## src/rtl/csel_pipe_adder.sv

```systemverilog
// Pipelined carry-select adder/subtractor: one precompute rank builds both
// carry candidates for every block, then one select rank per block resolves the carry.
module csel_pipe_adder #(
  parameter int WIDTH = 16,
  parameter int BLOCK = 4
) (
  input  logic             clk,
  input  logic             rst,
  input  logic             in_valid,
  output logic             in_ready,
  input  logic [WIDTH-1:0] in_a,
  input  logic [WIDTH-1:0] in_b,
  input  logic             in_cin,
  input  logic             in_sub,
  output logic             out_valid,
  input  logic             out_ready,
  output logic [WIDTH-1:0] out_sum,
  output logic             out_cout,
  output logic             out_ovf
);

  localparam int NBLK = WIDTH / BLOCK;

  // One token: both candidate sums/carries per block, the MSB-carry of the
  // top block under each candidate, and the running carry. Once a block is
  // selected its s0/s1 (and c0/c1) slots both hold the chosen value.
  typedef struct packed {
    logic [WIDTH-1:0] s0;
    logic [WIDTH-1:0] s1;
    logic [NBLK-1:0]  c0;
    logic [NBLK-1:0]  c1;
    logic             m0;
    logic             m1;
    logic             rc;
  } tok_t;

  // Handshake: a transfer happens on any edge where valid & ready are both
  // high. in_ready drops only while the output rank holds a result the
  // consumer refuses; then every rank freezes, otherwise all ranks advance.
  logic stall;
  logic accept;

  assign stall    = out_valid & ~out_ready;
  assign in_ready = ~stall;
  assign accept   = in_valid & in_ready;

  // Rank 0 is precompute, ranks 1..NBLK select blocks 0..NBLK-1.
  tok_t          tok_q [NBLK+1];
  tok_t          tok_d [NBLK+1];
  logic [NBLK:0] vld_q;
  logic [NBLK:0] vld_d;

  logic [WIDTH-1:0] b_eff;
  logic [WIDTH-1:0] p_s0;
  logic [WIDTH-1:0] p_s1;
  logic [NBLK-1:0]  p_c0;
  logic [NBLK-1:0]  p_c1;
  tok_t             pre;

  assign b_eff = in_sub ? ~in_b : in_b;

  for (genvar j = 0; j < NBLK; j++) begin : g_pre
    assign {p_c0[j], p_s0[j*BLOCK +: BLOCK]} =
      {1'b0, in_a[j*BLOCK +: BLOCK]} + {1'b0, b_eff[j*BLOCK +: BLOCK]};
    assign {p_c1[j], p_s1[j*BLOCK +: BLOCK]} =
      {1'b0, in_a[j*BLOCK +: BLOCK]} + {1'b0, b_eff[j*BLOCK +: BLOCK]} +
      {{BLOCK{1'b0}}, 1'b1};
  end

  // Carry into a sum bit is recovered as s ^ a ^ b at that position.
  assign pre = '{
    s0: p_s0,
    s1: p_s1,
    c0: p_c0,
    c1: p_c1,
    m0: p_s0[WIDTH-1] ^ in_a[WIDTH-1] ^ b_eff[WIDTH-1],
    m1: p_s1[WIDTH-1] ^ in_a[WIDTH-1] ^ b_eff[WIDTH-1],
    rc: in_sub | in_cin
  };

  assign tok_d[0] = accept ? pre : '0;
  assign vld_d    = {vld_q[NBLK-1:0], accept};

  for (genvar r = 1; r <= NBLK; r++) begin : g_sel
    localparam int B = r - 1;
    tok_t             prv;
    tok_t             nxt;
    logic             sel;
    logic             cy;
    logic [BLOCK-1:0] blk;

    assign prv = tok_q[r-1];

    always_comb begin
      nxt = prv;
      sel = prv.rc;
      blk = sel ? prv.s1[B*BLOCK +: BLOCK] : prv.s0[B*BLOCK +: BLOCK];
      cy  = sel ? prv.c1[B] : prv.c0[B];
      nxt.s0[B*BLOCK +: BLOCK] = blk;
      nxt.s1[B*BLOCK +: BLOCK] = blk;
      nxt.c0[B] = cy;
      nxt.c1[B] = cy;
      nxt.rc    = cy;
      if (B == NBLK - 1) begin
        nxt.m0 = sel ? prv.m1 : prv.m0;
        nxt.m1 = sel ? prv.m1 : prv.m0;
      end
    end

    assign tok_d[r] = nxt;
  end

  always_ff @(posedge clk) begin
    if (rst) begin
      vld_q <= '0;
      tok_q <= '{default: '0};
    end else if (!stall) begin
      vld_q <= vld_d;
      tok_q <= tok_d;
    end
  end

  assign out_valid = vld_q[NBLK];
  assign out_sum   = tok_q[NBLK].s0;
  assign out_cout  = tok_q[NBLK].rc;
  assign out_ovf   = tok_q[NBLK].m0 ^ tok_q[NBLK].rc;

endmodule

```

## config.mk

```make
export PLATFORM = sky130hd
export DESIGN_NAME = csel_pipe_adder
export DESIGN_NICKNAME = d
export VERILOG_FILES = /design/src/rtl/csel_pipe_adder.sv
export SDC_FILE = /design/constraint.sdc
export NUM_CORES = 1
export LEC_CHECK = 0
export ABC_AREA = 1
export CAP_MARGIN = 20
export CORE_AREA = 2 2 153 155
export CTS_CLUSTER_SIZE = 40
export DETAILED_ROUTE_END_ITERATION = 8
export DIE_AREA = 0 0 155 157
export HOLD_SLACK_MARGIN = 0.06
export PLACE_DENSITY_LB_ADDON = 0.12
export SYNTH_ARGS = -nofsm -noshare
export SYNTH_HDL_FRONTEND = slang
export SYNTH_SLANG_ARGS = --single-unit
```

## constraint.sdc

```tcl
create_clock -name clk -period 3.41 [get_ports clk]
set_input_delay 0.8525 -clock clk [delete_from_list [all_inputs] [get_ports clk]]
set_output_delay 0.8525 -clock clk [all_outputs]
set_load 0.005 [all_outputs]
```

# Yosys cells after proc, flatten, opt, wreduce, memory -nomap -nowiden
# Cells that the tools add are included.
[classes]
n_addsub = 8
n_mux = 11
bitwise = 11
[ops]
columns = ["operator", "n"]
rows = [
  ["$mux 43", 1],
  ["$add 4x4->5", 4],
  ["$add 5x1->5 const B", 4],
  ["$mux 16", 1],
  ["$mux 4", 4],
  ["$not 16->16", 1],
  ["$mux 1", 5],
  ["$xor 1x1->1", 5],
  ["$and 1x1->1", 2],
  ["$not 1->1", 2],
  ["$or 1x1->1", 1],
]
[word_totals]
register_bits = 195
in_bits = 38
out_inout_bits = 20

# Longest topological paths before layout
# Gate-level depths: netlist of run 1.
[logic_depth]
depth_word = 7
mapped_depth = 13

# Worst setup path before layout of run 1
# OpenSTA, ideal clock, no wires.
[synth_timing]
path_type = "input -> register"
from = "input port in_sub"
to = "register tok_q (netlist bit g_sel[1].nxt[5])"
arrival_ns = 2.704
required_ns = 3.340
setup_slack_ns = 0.636
cell_stages = 12
cell_sequence = "buf_6 > buf_2 > xor2_1 > ha_1 > fa_1 > ha_1 > inv_1 > nor2_2 > inv_1 > o21bai_1 > nand3_1 > a21oi_1"
[synth_between]
elab_chain_cells = 4
[synth_lines]
columns = ["item", "line_no", "source"]
rows = [
  ["start: declaration", "14", "input logic in_sub,"],
  ["$mux 16", "60", "assign b_eff = in_sub ? ~in_b : in_b;"],
  ["$add 4x4->5", "66", "{1'b0, in_a[j*BLOCK +: BLOCK]} + {1'b0, b_eff[j*BLOCK +: BLOCK]} +"],
  ["$add 5x1->5", "66", ""],
  ["$mux 43", "81", "assign tok_d[0] = accept ? pre : '0;"],
  ["end signal: assignment", "119", "tok_q <= tok_d;"],
  ["end: declaration", "48", "tok_t tok_q [NBLK+1];"],
]
# Every way passes these cells.
# A chain may end at the register's enable or synchronous reset.

# Worst setup path after layout of run 1
[layout_timing]
from = "input port out_ready"
to = "output port in_ready"
[layout_between]
elab_chain_cells = 3
[layout_lines]
columns = ["item", "line_no", "source"]
rows = [
  ["start: declaration", "16", "input logic out_ready,"],
  ["$not 1->1", "43", "assign stall = out_valid & ~out_ready;"],
  ["$and 1x1->1", "43", ""],
  ["$not 1->1", "44", "assign in_ready = ~stall;"],
  ["end: declaration", "10", "output logic in_ready,"],
]
# Every way passes these cells.

==> results of run 1 <==
[path summary, 6_finish.rpt]
kind / startpoint / end / slack (ns) / cells after the start
setup / recovery: out_ready / in_ready / 0.50 / 4
hold / removal: vld_q[3]$_SDFFE_PP0N_ / vld_q[3]$_SDFFE_PP0N_ / 0.45 / 2
setup reg to reg: vld_q[4]$_SDFFE_PP0N_ / g_sel[1].prv[11]$_SDFFE_PP0N_ / 1.66 / 8
hold reg to reg: vld_q[3]$_SDFFE_PP0N_ / vld_q[3]$_SDFFE_PP0N_ / 0.45 / 2
[Yosys cell counts, drive strengths merged]
cell type	n	area (um2)
a21oi	58	294
a31oi	21	131
buf	42	278
clkbuf	27	104
dfxtp	159	3180
fa	4	80.1
ha	20	250
inv	27	101
nand2	141	539
nand3	33	165
nand3b	3	22.5
nand4	4	25.0
nor2	193	742
o21ai	116	581
o21bai	3	22.5
or2	7	43.8
xnor2	3	26.3
xor2	17	156
[registers in the layout, indices dropped and copies added, names as in the netlist]
| signal | flops |
|---|---|
| tok_q | 1 |
| g_sel.sel | 1 |
| vld_q | 5 |
| g_sel.nxt | 93 |
| out_cout | 1 |
| out_sum | 16 |
| g_sel.prv | 42 |
[per-stage QoR]
step / cell area [um2] / hold slack, ns / setup slack [ns] / instances / utilization, %
after floorplan: 6750 / 0.430 / 0.636 / 878 / -
after global placement: 7420 / 0.444 / 0.278 / 1159 / 33.0
after detailed placement: 7420 / 0.446 / 0.225 / 1159 / 33.0
after CTS: 8000 / 0.455 / 0.479 / 1191 / 35.5
after global routing: 8000 / 0.473 / 0.446 / 1191 / 35.5
final: 8000 / 0.450 / 0.505 / 1191 / 35.5
[logic make-up after synthesis]
group	Yosys count
AO/OA/AOI/OAI	198
XOR/XNOR	20
adder cells (fa/ha/maj)	24
AND/OR/NAND/NOR	381
flip-flops	159
buffers and inverters	96
[metal layers]
| metal | global-route usage, % | vias to the layer above |
|---|---|---|
| li1 | - | 2885 |
| met1 | 18.7 | 2233 |
| met2 | 17.2 | 77 |
| met3 | 2.70 | 11 |
| met4 | 4.37 | 0 |
| met5 | 0 | - |
[power by group]
| group | internal (uW) | switching [uW] |
|---|---|---|
| Sequential | 1970 | 55.3 |
| Combinational | 227 | 300 |
| Clock | 1150 | 707 |
| Total | 3350 | 1060 |
[worst reg2reg max path, cell delays in order (launching register included)]
cell and delay, ns:
dfxtp_1 0.31, inv_1 0.08, nor2_4 0.05, inv_4 0.06, buf_12 0.41, nand2_2 0.14, buf_4 0.22, or2_2 0.29
a21oi_1 0.12
[cell type report]
cell class	instances	area share, %
timing repair buffer	65	8.67
clock inverter	6	1.00
tap	285	4.46
multi-input combinational	623	38.5
clock buffer	26	6.24
inverter	27	1.30
sequential	159	39.8
[layout by cell type, fill, tap and decap left out, types with 5 or more instances in the layout]
cell type,count
a21oi_1,57
a31oi_1,21
buf_12,5
clkbuf_1,5
clkbuf_16,17
clkdlybuf4s50_1,57
dfxtp_1,159
ha_1,20
inv_1,21
inv_2,5
nand2_1,137
nand3_1,33
nor2_1,188
o21ai_0,106
o21ai_1,10
xor2_1,16
==> reports/qor.txt, run 1 <==
status = finished clean
relative slew slack = 60.9%
worst hold path type = register to register
Routed WL per cell = 11.9 um
syn nets = 940
cell chain of the critical path = clkdlybuf4s50_1, nor2_4, inv_4, clkdlybuf4s50_1
area of the multi-input gates = 3080 um2
Max Slew Vio Count = 0
Port Buffers = 57
Final Net Count = 955
initial drt markers = 363
routed vias = 5,206
Clock Latency Late Sink = 0.41 ns
Max Cap Viol = 0
GRT Overall Usage = 12.4%
maximum vdd ir drop = 0.221 mV
initial antenna violation count = 0
Yosys reg bits = 159
Syn Inst Count = 878
core area = 22,500 um2
Ys Warns = 0
Synth cell types = 30
fillers = 2,396
die height = 157 um
CP startpoint kind = input pin
xor-xnor portion of the synthesized cell area = 2.71%
total CTS buffers = 17
die span in x = 155 um
CP required = 2.56 ns
total gr overflow = 0
minimum clock period = 2.91 ns
Hold Fails Final Rpt = 0
WL met3 = 430 um
CP Capture Type = output pin
sequential area share after synthesis = 47.2%
# diodes = 0
WP data arrival = 2.05 ns
number of global-route vias before repair = 4,922
worst-path maximum fanout = 2
CTS Root Cell = clkbuf_16
Post-DP HPWL = 8.76 mm
DRT Pass-1 Iters = 4
WL final = 14.2 mm
area added between synthesis and finish = 18.5%
Reg area = 3180 um2
I/O pin count = 58
Placer Congestion = 0.744
H-tree lvl count = 4
# resized after CTS = 0
Residual DRC = 0
WP buf/inv = 3
unrepaired setup endpoints after global routing = no
Max stage delay on crit path = 0.57 ns
WS Path Type = input pin to output pin
Pwr Density = 551 nW/um2
Adder-Cell Fraction of Synth Area = 4.90%
Hold-fix buffers, CTS = 0
CP max-delay cell = clkdlybuf4s50_1
first-pass GRT wire length = 24.6 mm
final setup TNS = 0 ns
clk_skew = 0.00592 ns
met1 WL = 8.24 mm
Setup Buffers After CTS = 0
Tcrit/Tclk final = 85.2%
fmax = 0.344 GHz
post-synthesis mux area share = 0%
Leak = 0.00342 uW
share of cells above drive strength 1 = 6.18%
Worst-Margin Slew = 0.586 ns
die area = 24,300 um2
largest net degree at the start of global routing = 139
Initial Util = 30.0%
metal2 WL = 5.35 mm
CTS sink cnt = 159
Most common cell on crit path = clkdlybuf4s50_1
cell area after synthesis = 6750 um2
syn_area_per_cell = 7.68 um2
cell family with most CP delay = buffers and inverters
top sig layer = met4
Synth Area in Simple Gates = 22.8%
CTS tree = yes
vias per cell = 4.37
largest family of logic cells by synthesized area = simple AND/OR/NAND/NOR gates
final setup fails = 0
Core Rows = 55
compound-gate portion of the synthesized area = 15.2%
total power = 4410 uW
clk buf depth = 2
Clock Pin Slew Worst Setup and Hold Paths = 0.06 ns
antenna-violating nets left = 0
Note: power is estimated with default switching activity, not from simulation.
==> run 2, diff against run 1 <==
--- a/config.mk
+++ b/config.mk
@@ -16,3 +16,4 @@
 export SYNTH_ARGS = -nofsm -noshare
 export SYNTH_HDL_FRONTEND = slang
 export SYNTH_SLANG_ARGS = --single-unit
+export TNS_END_PERCENT = 30
==> results of run 2 <==
Final layout, timing and power as in run 1 (identical DEF).
==> run 3, diff against run 2 <==
--- a/config.mk
+++ b/config.mk
@@ -6,7 +6,6 @@
 export NUM_CORES = 1
 export LEC_CHECK = 0
 export ABC_AREA = 1
-export CAP_MARGIN = 20
 export CORE_AREA = 2 2 153 155
 export CTS_CLUSTER_SIZE = 40
 export DETAILED_ROUTE_END_ITERATION = 8
==> results of run 3 <==
Final layout, timing and power as in run 1 (identical DEF).
